File: src/rtl/freq_meter_pkg.sv
// Shared definitions for the frequency-measurement scheduler.
//   FREQ_W          : width of a measured frequency in Hz.
//   *_DEF           : default values for the scheduler parameters.
//   state_t         : scheduler FSM states.
//   cnt_w()         : bit width needed to hold the values 0..n-1 (at least 1).
package freq_meter_pkg;

  localparam int FREQ_W          = 34;
  localparam int NUM_CH_DEF      = 4;
  localparam int SETTLE_CYC_DEF  = 16;
  localparam int TIMEOUT_CYC_DEF = 100_000_000;

  typedef enum logic [2:0] {
    IDLE,
    SETTLE,
    START,
    WAIT,
    OUT
  } state_t;

  function automatic int cnt_w(input int n);
    return (n > 1) ? $clog2(n) : 1;
  endfunction

endpackage

File: src/rtl/freq_meas_sched_rr_arbiter.sv
// Round-robin grant selection for the frequency-measurement scheduler.
// Purely combinational.
//   pending    in  NUM_CH          channels waiting for a measurement
//   last_grant in  clog2(NUM_CH)   most recently granted channel
//   grant_vld  out 1               at least one channel is pending
//   grant_idx  out clog2(NUM_CH)   first pending channel after last_grant,
//                                  searching upward and wrapping
module rr_arbiter
  import freq_meter_pkg::*;
#(
  parameter int NUM_CH = NUM_CH_DEF
) (
  input  logic [NUM_CH-1:0]         pending,
  input  logic [$clog2(NUM_CH)-1:0] last_grant,
  output logic                      grant_vld,
  output logic [$clog2(NUM_CH)-1:0] grant_idx
);

  localparam int IDX_W = $clog2(NUM_CH);

  logic [IDX_W-1:0] idx;
  int               sum;

  // Walk the candidates from farthest to nearest so the nearest pending
  // channel after last_grant is the one that sticks.
  always_comb begin
    grant_vld = 1'b0;
    grant_idx = '0;
    idx       = '0;
    sum       = 0;
    for (int i = NUM_CH; i >= 1; i--) begin
      sum = int'(last_grant) + i;
      if (sum >= NUM_CH) begin
        sum = sum - NUM_CH;
      end
      idx = IDX_W'(sum);
      if (pending[idx]) begin
        grant_vld = 1'b1;
        grant_idx = idx;
      end
    end
  end

endmodule

File: src/rtl/freq_meas_sched.sv
// Frequency-measurement scheduler.
// Steers an external test-clock mux to one channel at a time, lets the mux
// settle, starts one meter gate window and hands the result (or a timeout
// error) to a valid/ready consumer. Channels are served round-robin from
// pending requests; with auto_en set and nothing pending it scans all
// channels in turn.
// Ports:
//   sys_clk     in   system clock, rising edge
//   sys_rst_n   in   asynchronous active-low reset
//   req         in   per-channel request pulses
//   auto_en     in   continuous scan when nothing is pending
//   chan_sel    out  test-clock mux select
//   meas_start  out  one-cycle meter start pulse
//   meas_done   in   one-cycle meter completion pulse
//   meas_freq   in   meter result, valid with meas_done
//   res_valid   out  result available, held until accepted
//   res_ready   in   consumer accepts the result
//   res_chan    out  channel of the result
//   res_freq    out  result frequency in Hz, 0 on timeout
//   res_err     out  measurement timed out
//   busy        out  FSM is not idle
module freq_meas_sched
  import freq_meter_pkg::*;
#(
  parameter int NUM_CH      = NUM_CH_DEF,
  parameter int SETTLE_CYC  = SETTLE_CYC_DEF,
  parameter int TIMEOUT_CYC = TIMEOUT_CYC_DEF
) (
  input  logic                      sys_clk,
  input  logic                      sys_rst_n,
  input  logic [NUM_CH-1:0]         req,
  input  logic                      auto_en,
  output logic [$clog2(NUM_CH)-1:0] chan_sel,
  output logic                      meas_start,
  input  logic                      meas_done,
  input  logic [FREQ_W-1:0]         meas_freq,
  output logic                      res_valid,
  input  logic                      res_ready,
  output logic [$clog2(NUM_CH)-1:0] res_chan,
  output logic [FREQ_W-1:0]         res_freq,
  output logic                      res_err,
  output logic                      busy
);

  localparam int IDX_W = $clog2(NUM_CH);
  localparam int SET_W = cnt_w(SETTLE_CYC);
  localparam int TMO_W = cnt_w(TIMEOUT_CYC);

  localparam logic [IDX_W-1:0] LAST_CH = IDX_W'(NUM_CH - 1);
  localparam logic [SET_W-1:0] SET_END = SET_W'(SETTLE_CYC - 1);
  localparam logic [TMO_W-1:0] TMO_END = TMO_W'(TIMEOUT_CYC - 1);

  state_t             state_q,      state_d;
  logic [NUM_CH-1:0]  pending_q,    pending_d;
  logic [IDX_W-1:0]   last_grant_q, last_grant_d;
  logic [IDX_W-1:0]   chan_sel_q,   chan_sel_d;
  logic [SET_W-1:0]   settle_cnt_q, settle_cnt_d;
  logic [TMO_W-1:0]   tmo_cnt_q,    tmo_cnt_d;
  logic [IDX_W-1:0]   res_chan_q,   res_chan_d;
  logic [FREQ_W-1:0]  res_freq_q,   res_freq_d;
  logic               res_err_q,    res_err_d;

  logic               arb_vld;
  logic [IDX_W-1:0]   arb_idx;
  logic [IDX_W-1:0]   next_auto;
  logic [IDX_W-1:0]   gidx;
  logic [NUM_CH-1:0]  clr;

  rr_arbiter #(
    .NUM_CH (NUM_CH)
  ) u_arb (
    .pending    (pending_q),
    .last_grant (last_grant_q),
    .grant_vld  (arb_vld),
    .grant_idx  (arb_idx)
  );

  assign next_auto = (last_grant_q == LAST_CH) ? '0 : last_grant_q + IDX_W'(1);

  always_comb begin
    state_d      = state_q;
    last_grant_d = last_grant_q;
    chan_sel_d   = chan_sel_q;
    settle_cnt_d = settle_cnt_q;
    tmo_cnt_d    = tmo_cnt_q;
    res_chan_d   = res_chan_q;
    res_freq_d   = res_freq_q;
    res_err_d    = res_err_q;
    gidx         = '0;
    clr          = '0;

    case (state_q)
      IDLE: begin
        // A real request always beats the auto scan.
        if (arb_vld || auto_en) begin
          gidx         = arb_vld ? arb_idx : next_auto;
          chan_sel_d   = gidx;
          last_grant_d = gidx;
          clr[gidx]    = 1'b1;
          settle_cnt_d = '0;
          state_d      = SETTLE;
        end
      end
      SETTLE: begin
        if (settle_cnt_q == SET_END) begin
          settle_cnt_d = '0;
          state_d      = START;
        end else begin
          settle_cnt_d = settle_cnt_q + SET_W'(1);
        end
      end
      START: begin
        tmo_cnt_d = '0;
        state_d   = WAIT;
      end
      WAIT: begin
        // meas_done is checked first so a result arriving on the timeout
        // cycle is still reported as a good measurement.
        if (meas_done) begin
          res_chan_d = chan_sel_q;
          res_freq_d = meas_freq;
          res_err_d  = 1'b0;
          tmo_cnt_d  = '0;
          state_d    = OUT;
        end else if (tmo_cnt_q == TMO_END) begin
          res_chan_d = chan_sel_q;
          res_freq_d = '0;
          res_err_d  = 1'b1;
          tmo_cnt_d  = '0;
          state_d    = OUT;
        end else begin
          tmo_cnt_d = tmo_cnt_q + TMO_W'(1);
        end
      end
      OUT: begin
        if (res_ready) begin
          state_d = IDLE;
        end
      end
      default: begin
        state_d = IDLE;
      end
    endcase

    // OR-ing req after the clear lets a new request for the channel being
    // granted survive, so that channel is measured again later.
    pending_d = (pending_q & ~clr) | req;
  end

  always_ff @(posedge sys_clk or negedge sys_rst_n) begin
    if (!sys_rst_n) begin
      state_q      <= IDLE;
      pending_q    <= '0;
      last_grant_q <= LAST_CH;
      chan_sel_q   <= '0;
      settle_cnt_q <= '0;
      tmo_cnt_q    <= '0;
      res_chan_q   <= '0;
      res_freq_q   <= '0;
      res_err_q    <= 1'b0;
    end else begin
      state_q      <= state_d;
      pending_q    <= pending_d;
      last_grant_q <= last_grant_d;
      chan_sel_q   <= chan_sel_d;
      settle_cnt_q <= settle_cnt_d;
      tmo_cnt_q    <= tmo_cnt_d;
      res_chan_q   <= res_chan_d;
      res_freq_q   <= res_freq_d;
      res_err_q    <= res_err_d;
    end
  end

  // Status outputs decode straight from the state so reset clears them at once.
  assign chan_sel   = chan_sel_q;
  assign meas_start = (state_q == START);
  assign res_valid  = (state_q == OUT);
  assign busy       = (state_q != IDLE);
  assign res_chan   = res_chan_q;
  assign res_freq   = res_freq_q;
  assign res_err    = res_err_q;

endmodule

File: config.mk
export PLATFORM = sky130hd
export DESIGN_NAME = freq_meas_sched
export DESIGN_NICKNAME = d
export VERILOG_FILES = /design/src/rtl/freq_meter_pkg.sv /design/src/rtl/freq_meas_sched_rr_arbiter.sv /design/src/rtl/freq_meas_sched.sv
export SDC_FILE = /design/constraint.sdc
export NUM_CORES = 1
export LEC_CHECK = 0
export ABC_AREA = 1
export CORE_MARGIN = 5
export CORE_UTILIZATION = 55
export CTS_BUF_LIST = sky130_fd_sc_hd__clkbuf_4 sky130_fd_sc_hd__clkbuf_8 sky130_fd_sc_hd__clkbuf_16
export DETAILED_ROUTE_END_ITERATION = 6
export DONT_BUFFER_PORTS = 1
export PLACE_DENSITY = 0.7
export SYNTH_ARGS = -nofsm -noshare
export SYNTH_HDL_FRONTEND = slang
export SYNTH_SLANG_ARGS = --single-unit
File: constraint.sdc
create_clock -name sys_clk -period 2.2 [get_ports sys_clk]
set_input_delay 0.22 -clock sys_clk [delete_from_list [all_inputs] [get_ports sys_clk]]
set_output_delay 0.22 -clock sys_clk [all_outputs]
set_load 0.005 [all_outputs]
==> impl_metrics.py <==
metrics = {
    "run_status": {
        "status": "completed",
    },
    "setup_path": {
        "critPathMaxFanout": 17,
        "critPathBufInv": 1,
        "reg2reg_from": "tmo_cnt_q[0]$_DFFE_PN0P_",
        "critPathLaunchType": "flop",
        "cp-startpoint": "tmo_cnt_q[0]$_DFFE_PN0P_",
        "rr_worst_depth": 11,
        "rrSetupSlack_ps": 160,
        "cpLargestDelayFamily": "simple AND/OR/NAND/NOR gates",
        "r2r-end": "res_freq[29]$_DFFE_PN0P_",
        "crit_arrival_ps": 2330,
        "end_kind": "flop",
        "cp.required_ps": 2490,
        "criticalPathCategory": "flop to flop",
        "path_cells": "ha_1 -> inv_1 -> nor2_4 -> nand2_1 -> nor2_1 -> nand2_1 -> nand2_1 -> nand2_4 -> nor2_4 -> nand2_1 -> nand2_1",
        "crit_path_max_incr_delay_ps": 410,
        "cp_common_cell": "nand2_1",
        "critical_path.slowest_cell": "nor2_4",
    },
    "global_routing": {
        "overflow": 0,
        "grtUsageTotal_pct": 22.93,
        "busiest_layer": "met2",
        "use_met3_pct": 6.880,
        "first_global_vias": 3502,
        "antenna_found_initial": 0,
        "grt_util_met1_pct": 31.06,
        "grt_first_pass_wirelength_um": 16420,
        "grtUsageMet2_pct": 34.91,
        "grt_max_degree": 80,
    },
    "run": {
        "cap_violations": 0,
    },
    "floorplan": {
        "dieArea_um2": 9230,
        "initial_utilization_pct": 56.49,
        "die_h_um": 96.08,
        "num_rows": 31,
        "core-area_um2": 7214,
        "num_io_pins": 85,
        "dieWidth_um": 96.08,
    },
    "yosys": {
        "synth_xor_area_share_pct": 1.719,
        "yosysTopAreaCell": "dfrtp_1",
        "syn_inst": 536,
        "yosys.area_share.simple_pct": 35.58,
        "synth_top_area_share_pct": 47.28,
        "synthTopCellsByArea": "dfrtp_1 (47%), nand2_1 (20%), inv_1 (5.5%)",
        "ys_ff_latch": 79,
        "synth_top_family_by_area": "simple AND/OR/NAND/NOR gates",
        "syn_area_um2": 4075,
        "ys_types": 29,
        "yosysSeqAreaShare_pct": 48.57,
        "ys_warn_count": 0,
        "synth-compound-area-share_pct": 5.741,
        "synth.area.mux_share_pct": 0,
        "synth_fa_ha_area_share_pct": 0.9211,
        "synthesis.nets": 582,
        "syn_avg_cell_area_um2": 7.603,
    },
    "cells_and_area": {
        "drive_above_1_share_pct": 7.155,
        "mostFrequentLayoutCell": "nand2_1",
        "layout.cells.most_common_list": "nand2_1 (213), dfrtp_1 (77), inv_1 (60)",
        "antennaDiodeCount": 0,
        "fin_nets": 628,
        "syn_to_final_growth_pct": 18.05,
    },
    "cts": {
        "cts_tree": "done",
        "htree_levels": 3,
        "clk_path_buf_depth": 2,
        "clk-insertion-delay-late_ps": 360,
        "post_cts_buffers": 0,
        "cts.clk_slew.worst_paths_ps": 90,
        "clkSinkCount": 79,
        "cts_buffers": 9,
        "root_buffer": "clkbuf_8",
    },
    "route": {
        "wl_per_cell_um": 14.42,
        "drc_errors": 0,
        "drt-total-wl_um": 9892,
        "vias": 3601,
        "drtPass1Iterations": 5,
        "antenna_left": 0,
        "routed_via_density": 5.249,
        "drtIter0Drc": 177,
    },
    "timing": {
        "finalSetupViolCount": 0,
        "maxSlewViolCount": 0,
        "hold_ws_ps": 22.70,
        "finalHoldViolCount": 0,
        "skew_ps": 14.16,
        "fin_setup_tns_ps": 0,
        "rsz0062_at_grt": "false",
        "finalCriticalPeriod_ps": 2041,
        "slew-limit-headroom_pct": 68.81,
        "fmax_mhz": 489.9,
        "finalCritPeriodShare_pct": 92.78,
        "tightest_slew_ps": 466.8,
    },
    "power_and_ir_drop": {
        "leakage_uw": 0.002426,
        "cellPowerDensity_nw_per_um2": 1079,
        "vdd_drop_max_mv": 0.6597,
    },
    "min_path": {
        "hold_start": "res_ready",
        "hold_depth": 3,
        "holdPathEnd": "state_q[2]$_DFFE_PN0P_",
        "hold_class": "input port to flop",
    },
    "placed_design": {
        "portBuffers": 0,
        "dp_hpwl_um": 6333,
        "gp_congestion": 0.8770,
    },
}
-- flip-flops by register name, summed over array words and instances, names as in the netlist --
signal and flops:
res_freq 34, tmo_cnt_q 27, pending_q 4, settle_cnt_q 4
state_q 3, chan_sel 2, last_grant_q 2, res_chan 2
res_err 1
-- power by group --
group	leakage, uW	switching, uW	total (uW)	internal (uW)
Clock	0.0000940	582	1120	537
Sequential	0.00103	436	2370	1940
Combinational	0.00130	1110	1700	587
-- layout make-up --
class / instances / area, um2
Clock inverter: 7 / 81.33
Multi-Input combinational cell: 384 / 1808
Inverter: 63 / 236.5
Timing Repair Buffer: 45 / 457.9
Sequential cell: 79 / 1979
Tap cell: 99 / 123.9
Fill cell: 612 / 2404
Clock buffer: 9 / 123.9
-- cell usage after synthesis --
cell        n
inv_2       3
buf_2       3
nor3_4      2
nand2_4     2
nand4_2     1
ha_1        3
o21ai_1     1
a21oi_1     4
nor4_1      3
nand3_1    45
nor3_1     11
nand4_1    11
nand2_2     2
nor2_4      5
o21ai_0    31
nand2_1   213
a41oi_1     1
dfstp_2     2
buf_6       3
nand3_2     1
nor2_8      1
xor2_1      6
a21o_1      1
dfrtp_1    77
xnor2_1     2
o22ai_1     6
inv_1      60
nor2_1     31
clkbuf_1    5
-- layer usage --
layer | wire [um] | share of wire [%] | vias up
met1 | 4402 | 45 | 1703
met5 | 0 | 0 | -
li1 | - | - | 1786
met4 | 137 | 1.4 | 0
met3 | 647 | 6.5 | 13
met2 | 4704 | 48 | 99
-- tightest hold or removal path, cell delays in order --
cell and delay, ps:
nor4_1 40, inv_1 50, nand2_1 40
-- kinds of logic after synthesis --
family | Yosys count
simple gates | 328
flops | 79
fa+ha+maj | 3
buf+inv | 74
compound gates | 44
xor+xnor | 8
-- worst max path at each step --
stage / end / slack, ps / depth (start not counted)
3_3_place_gp: chan_sel[1]$_DFFE_PN0P_ / 230 / 9
2_1_floorplan: chan_sel[0]$_DFFE_PN0P_ / 440 / 9
4_1_cts: res_freq[23]$_DFFE_PN0P_ / 180 / 10
3_5_place_dp: res_freq[23]$_DFFE_PN0P_ / 190 / 10
6_report: res_freq[29]$_DFFE_PN0P_ / 160 / 11
5_1_grt: res_freq[30]$_DFFE_PN0P_ / 8 / 11
-- per-stage QoR --
step,worst slack (ps),instances,total power (uW),area [um2],utilization (%)
finish,158.8,686,5190,4811,66.68
global route,8.296,686,5582,4811,66.68
CTS,177.7,685,5164,4795,66.46
detailed placement,191.1,628,3951,4161,57.68
global placement,230.0,628,3882,4161,57.68
floorplan,439.6,536,3516,4075,-
-- what timing repair did --
item | CTS | global route
endpoints found under the hold margin | 118 | 0
resized for setup | 0 | 1
endpoints found under the setup margin | 0 | 22
hold buffers | 41 | 0
(Power assumes the default switching activity.)
